$ cat src/rtl/vga_timing_gen.sv
// rtl/vga_timing_gen.sv - 640x480@60 Hz VGA raster timing generator
//
// Purpose: divides CLK down to the pixel rate, walks the horizontal and
// vertical raster counters, exposes the (down-shifted) pixel address to the
// drawing logic and registers the returned colour together with the syncs.
//
// Ports:
//   CLK         system clock (100 MHz)
//   RESET       asynchronous, active-high reset
//   COLOUR_IN   colour for the pixel currently on X_ADDR/Y_ADDR
//   X_ADDR      visible column >> ADDR_SHIFT, 0 outside the visible area
//   Y_ADDR      visible line >> ADDR_SHIFT, 0 outside the visible area
//   COLOUR_OUT  registered colour to the DAC pins (black while blanking)
//   HS, VS      horizontal / vertical sync, active level SYNC_POL
//   FRAME_TICK  one-CLK pulse on the last pixel clock of each frame
module vga_timing_gen #(
  parameter int CLK_DIV    = 4,
  parameter int H_VIS      = 640,
  parameter int H_FP       = 16,
  parameter int H_SYNC     = 96,
  parameter int H_BP       = 48,
  parameter int V_VIS      = 480,
  parameter int V_FP       = 10,
  parameter int V_SYNC     = 2,
  parameter int V_BP       = 33,
  parameter int ADDR_SHIFT = 2,
  parameter bit SYNC_POL   = 1'b0
) (
  input  logic        CLK,
  input  logic        RESET,
  input  logic [11:0] COLOUR_IN,
  output logic [9:0]  X_ADDR,
  output logic [8:0]  Y_ADDR,
  output logic [11:0] COLOUR_OUT,
  output logic        HS,
  output logic        VS,
  output logic        FRAME_TICK
);

  localparam int PS_W = $clog2(CLK_DIV);

  localparam logic [PS_W-1:0] PS_MAX   = PS_W'(CLK_DIV - 1);
  localparam logic [9:0] H_VIS_C       = 10'(H_VIS);
  localparam logic [9:0] H_LAST        = 10'(H_VIS + H_FP + H_SYNC + H_BP - 1);
  localparam logic [9:0] H_SYNC_FIRST  = 10'(H_VIS + H_FP);
  localparam logic [9:0] H_SYNC_LAST   = 10'(H_VIS + H_FP + H_SYNC - 1);
  localparam logic [9:0] V_VIS_C       = 10'(V_VIS);
  localparam logic [9:0] V_LAST        = 10'(V_VIS + V_FP + V_SYNC + V_BP - 1);
  localparam logic [9:0] V_SYNC_FIRST  = 10'(V_VIS + V_FP);
  localparam logic [9:0] V_SYNC_LAST   = 10'(V_VIS + V_FP + V_SYNC - 1);

  logic [PS_W-1:0] ps;
  logic [9:0]      hcount;
  logic [9:0]      vcount;
  logic            pix_en;
  logic            h_end;
  logic            v_end;
  logic            visible;
  logic            hs_active;
  logic            vs_active;

  assign pix_en    = (ps == PS_MAX);
  assign h_end     = (hcount == H_LAST);
  assign v_end     = (vcount == V_LAST);
  assign visible   = (hcount < H_VIS_C) && (vcount < V_VIS_C);
  assign hs_active = (hcount >= H_SYNC_FIRST) && (hcount <= H_SYNC_LAST);
  assign vs_active = (vcount >= V_SYNC_FIRST) && (vcount <= V_SYNC_LAST);

  // Address decode comes straight off the registered counters, so it only
  // changes on pixel boundaries and holds for the full CLK_DIV cycles the
  // colour source is allowed to take.
  assign X_ADDR = visible ? (hcount >> ADDR_SHIFT) : 10'd0;
  assign Y_ADDR = visible ? 9'(vcount >> ADDR_SHIFT) : 9'd0;

  // Combinational so the pulse lands in the very cycle the frame wraps.
  assign FRAME_TICK = pix_en && h_end && v_end;

  always_ff @(posedge CLK or posedge RESET) begin
    if (RESET) begin
      ps <= '0;
    end else if (pix_en) begin
      ps <= '0;
    end else begin
      ps <= ps + 1'b1;
    end
  end

  always_ff @(posedge CLK or posedge RESET) begin
    if (RESET) begin
      hcount <= 10'd0;
      vcount <= 10'd0;
    end else if (pix_en) begin
      if (h_end) begin
        hcount <= 10'd0;
        vcount <= v_end ? 10'd0 : vcount + 10'd1;
      end else begin
        hcount <= hcount + 10'd1;
      end
    end
  end

  // Colour and syncs are captured at the end of each pixel, which puts all
  // three one pixel period behind the address bus and aligned to each other.
  always_ff @(posedge CLK or posedge RESET) begin
    if (RESET) begin
      COLOUR_OUT <= 12'h000;
      HS         <= ~SYNC_POL;
      VS         <= ~SYNC_POL;
    end else if (pix_en) begin
      COLOUR_OUT <= visible ? COLOUR_IN : 12'h000;
      HS         <= hs_active ? SYNC_POL : ~SYNC_POL;
      VS         <= vs_active ? SYNC_POL : ~SYNC_POL;
    end
  end

endmodule

$ cat config.mk
export PLATFORM = sky130hd
export DESIGN_NAME = vga_timing_gen
export DESIGN_NICKNAME = d
export VERILOG_FILES = /design/src/rtl/vga_timing_gen.sv
export SDC_FILE = /design/constraint.sdc
export NUM_CORES = 1
export LEC_CHECK = 0
export BUFFER_PORTS_ARGS = -buffer_cell sky130_fd_sc_hd__buf_2
export CAP_MARGIN = 20
export CORE_ASPECT_RATIO = 2
export CORE_MARGIN = 4
export CORE_UTILIZATION = 49
export DETAILED_ROUTE_END_ITERATION = 8
export PLACE_DENSITY = 0.74
export SLEW_MARGIN = 20
export SYNTH_ARGS = -nofsm -noshare
export SYNTH_HDL_FRONTEND = slang
export SYNTH_SLANG_ARGS = --single-unit
$ cat constraint.sdc
create_clock -name CLK -period 3.1 [get_ports CLK]
set_input_delay 0 -clock CLK [delete_from_list [all_inputs] [get_ports CLK]]
set_output_delay 0 -clock CLK [all_outputs]
set_load 0.005 [all_outputs]
==> impl_metrics.env <==
export IMPL_cts_resized=0
export IMPL_final_setup_viol_count=0
export IMPL_post_route_worst_setup_slack_ns=0.938
export IMPL_viasPerCell=5.11
export IMPL_switching_power_mw=0.183
export IMPL_max_slew_margin_rel_pct=57.0
export IMPL_dieArea_sq_mm=0.00504
export IMPL_cp_end_kind="output port"
export IMPL_place_gp_congestion=0.862
export IMPL_synthFlopType="dfrtp_1"
export IMPL_synthAdderAreaFrac_pct=3.26
export IMPL_setup_tns_ns=0
export IMPL_dp_hpwl_um=2900
export IMPL_post_drt_wl_per_cell_um=13.4
export IMPL_reg2reg_to="COLOUR_OUT[0]"
export IMPL_cts_root_buf="clkbuf_8"
export IMPL_synth_top_area_cell="dfrtp_1"
export IMPL_initial_core_util_pct=52.0
export IMPL_cp_cell_sequence="and4_1 > nor3_2 > buf_4 > and2_1 > buf_2"
export IMPL_antenna_found_initial=0
export IMPL_synthMuxAreaShare_pct=1.04
export IMPL_startpoint="vcount[5]"
export IMPL_final_max_slew_viol_count=0
export IMPL_fin_crit_ns=2.16
export IMPL_status="finished, final reports clean"
export IMPL_path_depth=5
export IMPL_synth_top_family_by_area="simple AND/OR/NAND/NOR gates"
export IMPL_synth_seq_cells=36
export IMPL_drt_pass1_iterations=4
export IMPL_p_per_area_mw_per_mm2=389
export IMPL_hold_path_class="in2async"
export IMPL_switching_share_pct=19.8
export IMPL_rsz0062_at_grt="no"
export IMPL_cp_max_fo=15
export IMPL_area_delta_synth_final_pct=24.0
export IMPL_power_frac_seq_pct=52.1
export IMPL_p_leak_nw=1.15
export IMPL_hold_worst_slack_ns=0.354
export IMPL_place_area_sq_mm=0.00214
export IMPL_drc=0
export IMPL_grt_overflow_total=0
export IMPL_finClkSkew_ns=0.00603
export IMPL_required_ns=3.10
export IMPL_worstMarginPinSlew_ns=0.641
export IMPL_cts_tree="done"
export IMPL_netlist_area_sq_mm=0.00192
export IMPL_grt_pass1_vias=1473
export IMPL_design_core_area_sq_mm=0.00368
export IMPL_power_share_clock_pct=42.8
export IMPL_p_total_mw=0.924
export IMPL_maxCapViolCount=0
export IMPL_path_clk_slew_ns=0.07
export IMPL_ys_seq_area_share_pct=47.1
export IMPL_grt_max_degree=37
export IMPL_r2r_slack_ns=1.21
export IMPL_io_pins=48
export IMPL_drive_above_1_share_pct=25.0
export IMPL_cp_slowest_cell="nor3_2"
export IMPL_stdcell_area_sq_mm=0.00238
export IMPL_num_rows=31
export IMPL_drtIter0Drc=51
export IMPL_path_buf_inv=2
export IMPL_port_buffers=43
export IMPL_die_x_um=52.2
export IMPL_clkSinkCount=36
export IMPL_yosysUniqueCellTypes=43
export IMPL_die_y_um=96.5
export IMPL_final_nets=274
export IMPL_power_frac_comb_pct=5.1
export IMPL_timing_rr_start="vcount[5]"
export IMPL_synth_edf_count=0
export IMPL_grt_pass1_wl_um=6790
export IMPL_final_util_pct=64.5
export IMPL_diodes=0
export IMPL_dpl_worst_slack_ns=1.20
export IMPL_synth_xor_area_share_pct=5.48
export IMPL_layout_commonest_cell="buf_2"
export IMPL_grt_usage_pct=18.3
export IMPL_fmax_ghz=0.463
export IMPL_dp_cells=284
export IMPL_vias=1559
export IMPL_crit_family="simple AND/OR/NAND/NOR gates"
export IMPL_peakVddDrop_uv=303
export IMPL_synth_compound_area_share_pct=7.70
export IMPL_cp_slowest_stage_delay_ns=0.55
export IMPL_synthArstFlopShare_pct=100
export IMPL_final_cell_mix="buf_2 (43), dfrtp_1 (34), inv_1 (22)"
export IMPL_finalNonFillerCells=305
export IMPL_yosysWarnings=0
export IMPL_critPathKind="reg2out"
export IMPL_p_int_mw=0.741
export IMPL_synth_top_area_share_pct=44.4
export IMPL_ant_nets=0
export IMPL_synth_area_top_cells="dfrtp_1 (44%), nand3_1 (5.0%), and2_1 (4.6%), inv_1 (4.3%), xnor2_1 (4.1%)"
export IMPL_synth_simple_area_share_pct=26.3
export IMPL_postSynthAreaPerCell_sq_um=9.63
export IMPL_period_share_pct=69.7
export IMPL_wl_um=4090
export IMPL_cts_made_buffers=5
export IMPL_ff2ff_path_depth=5
export IMPL_hold_violations=0
export IMPL_crit_end="X_ADDR[2]"
export IMPL_clock_latency_ns=0.29
export IMPL_clockBufferDepth=2
export IMPL_synth_cells=199
export IMPL_start_kind="flop"
export IMPL_ctsHtreeMaxLevel=2
export IMPL_critPathArrivalTime_ns=2.16
[how the worst min path moves through the flow]
stage                     end  cells after the start    startpoint
6_report       COLOUR_OUT[11]                      4         RESET
5_1_grt        COLOUR_OUT[11]                      4         RESET
4_1_cts             vcount[6]                      4         RESET
3_5_place_dp        vcount[6]                      3         RESET
3_3_place_gp        vcount[5]                      3         RESET
2_1_floorplan   COLOUR_OUT[0]                      2  COLOUR_IN[0]
[cells by family (layout without fill, tap and decap cells)]
family,count (synthesis),in the layout
other,1,4
AO/OA/AOI/OAI,25,25
XOR/XNOR,12,12
flip-flops,36,36
adder cells (fa/ha/maj),5,5
multiplexers,2,2
buffers and inverters,35,89
AND/OR/NAND/NOR,83,83
[sequential cells by signal, indices dropped and copies added, names as in the netlist]
| name | flops |
|---|---|
| HS | 1 |
| ps | 2 |
| vcount | 10 |
| COLOUR_OUT | 12 |
| hcount | 10 |
| VS | 1 |
[per-layer routing]
layer  global-route usage, %  vias up  routed length (um)
met5                       0        -                   0
met4                    10.7        0                 100
met3                    3.07        6                 222
met2                    32.9       47                2190
met1                    19.3      731                1580
li1                        -      775                   -
[worst reg2reg max path, stage by stage (launching register included)]
cell and delay [ns]:
dfrtp_1 0.46, and4_1 0.30, nor3_2 0.56, buf_4 0.30
nand3_1 0.09, o21ai_0 0.10
[synth_stat cells (all sizes together), types with 5 or more instances]
cell / count
and2: 15
buf: 7
clkbuf: 6
dfrtp: 34
ha: 5
inv: 22
nand2: 10
nand3: 19
nand4: 7
nor2: 11
nor3: 6
o21ai: 15
xnor2: 9
[cell type report]
cell class | count | area, sq um
multi-input cells | 131 | 855
clock inverters | 2 | 35.0
well taps | 49 | 61.3
clock buffers | 6 | 72.6
fillers | 311 | 1310
repair buffers | 59 | 368
flip-flops and latches | 36 | 903
inverters | 22 | 82.6
[timing repair]
action | 4_1_cts | 5_1_grt
hold buffers | 13 | 0
endpoints found under the setup margin | 0 | 0
hold endpoints to repair | 46 | 0
buffers inserted | 0 | 0
[power by group through the flow]
| stage | combinational (mW) | sequential (mW) | clock, mW |
|---|---|---|---|
| after detailed placement | 0.0355 | 0.490 | 0 |
| after global routing | 0.0535 | 0.482 | 0.429 |
| after floorplan | 0.0166 | 0.491 | 0 |
| after CTS | 0.0481 | 0.481 | 0.407 |
| final | 0.0474 | 0.481 | 0.395 |
| after global placement | 0.0348 | 0.490 | 0 |
Power figures use the tool's default switching activity.
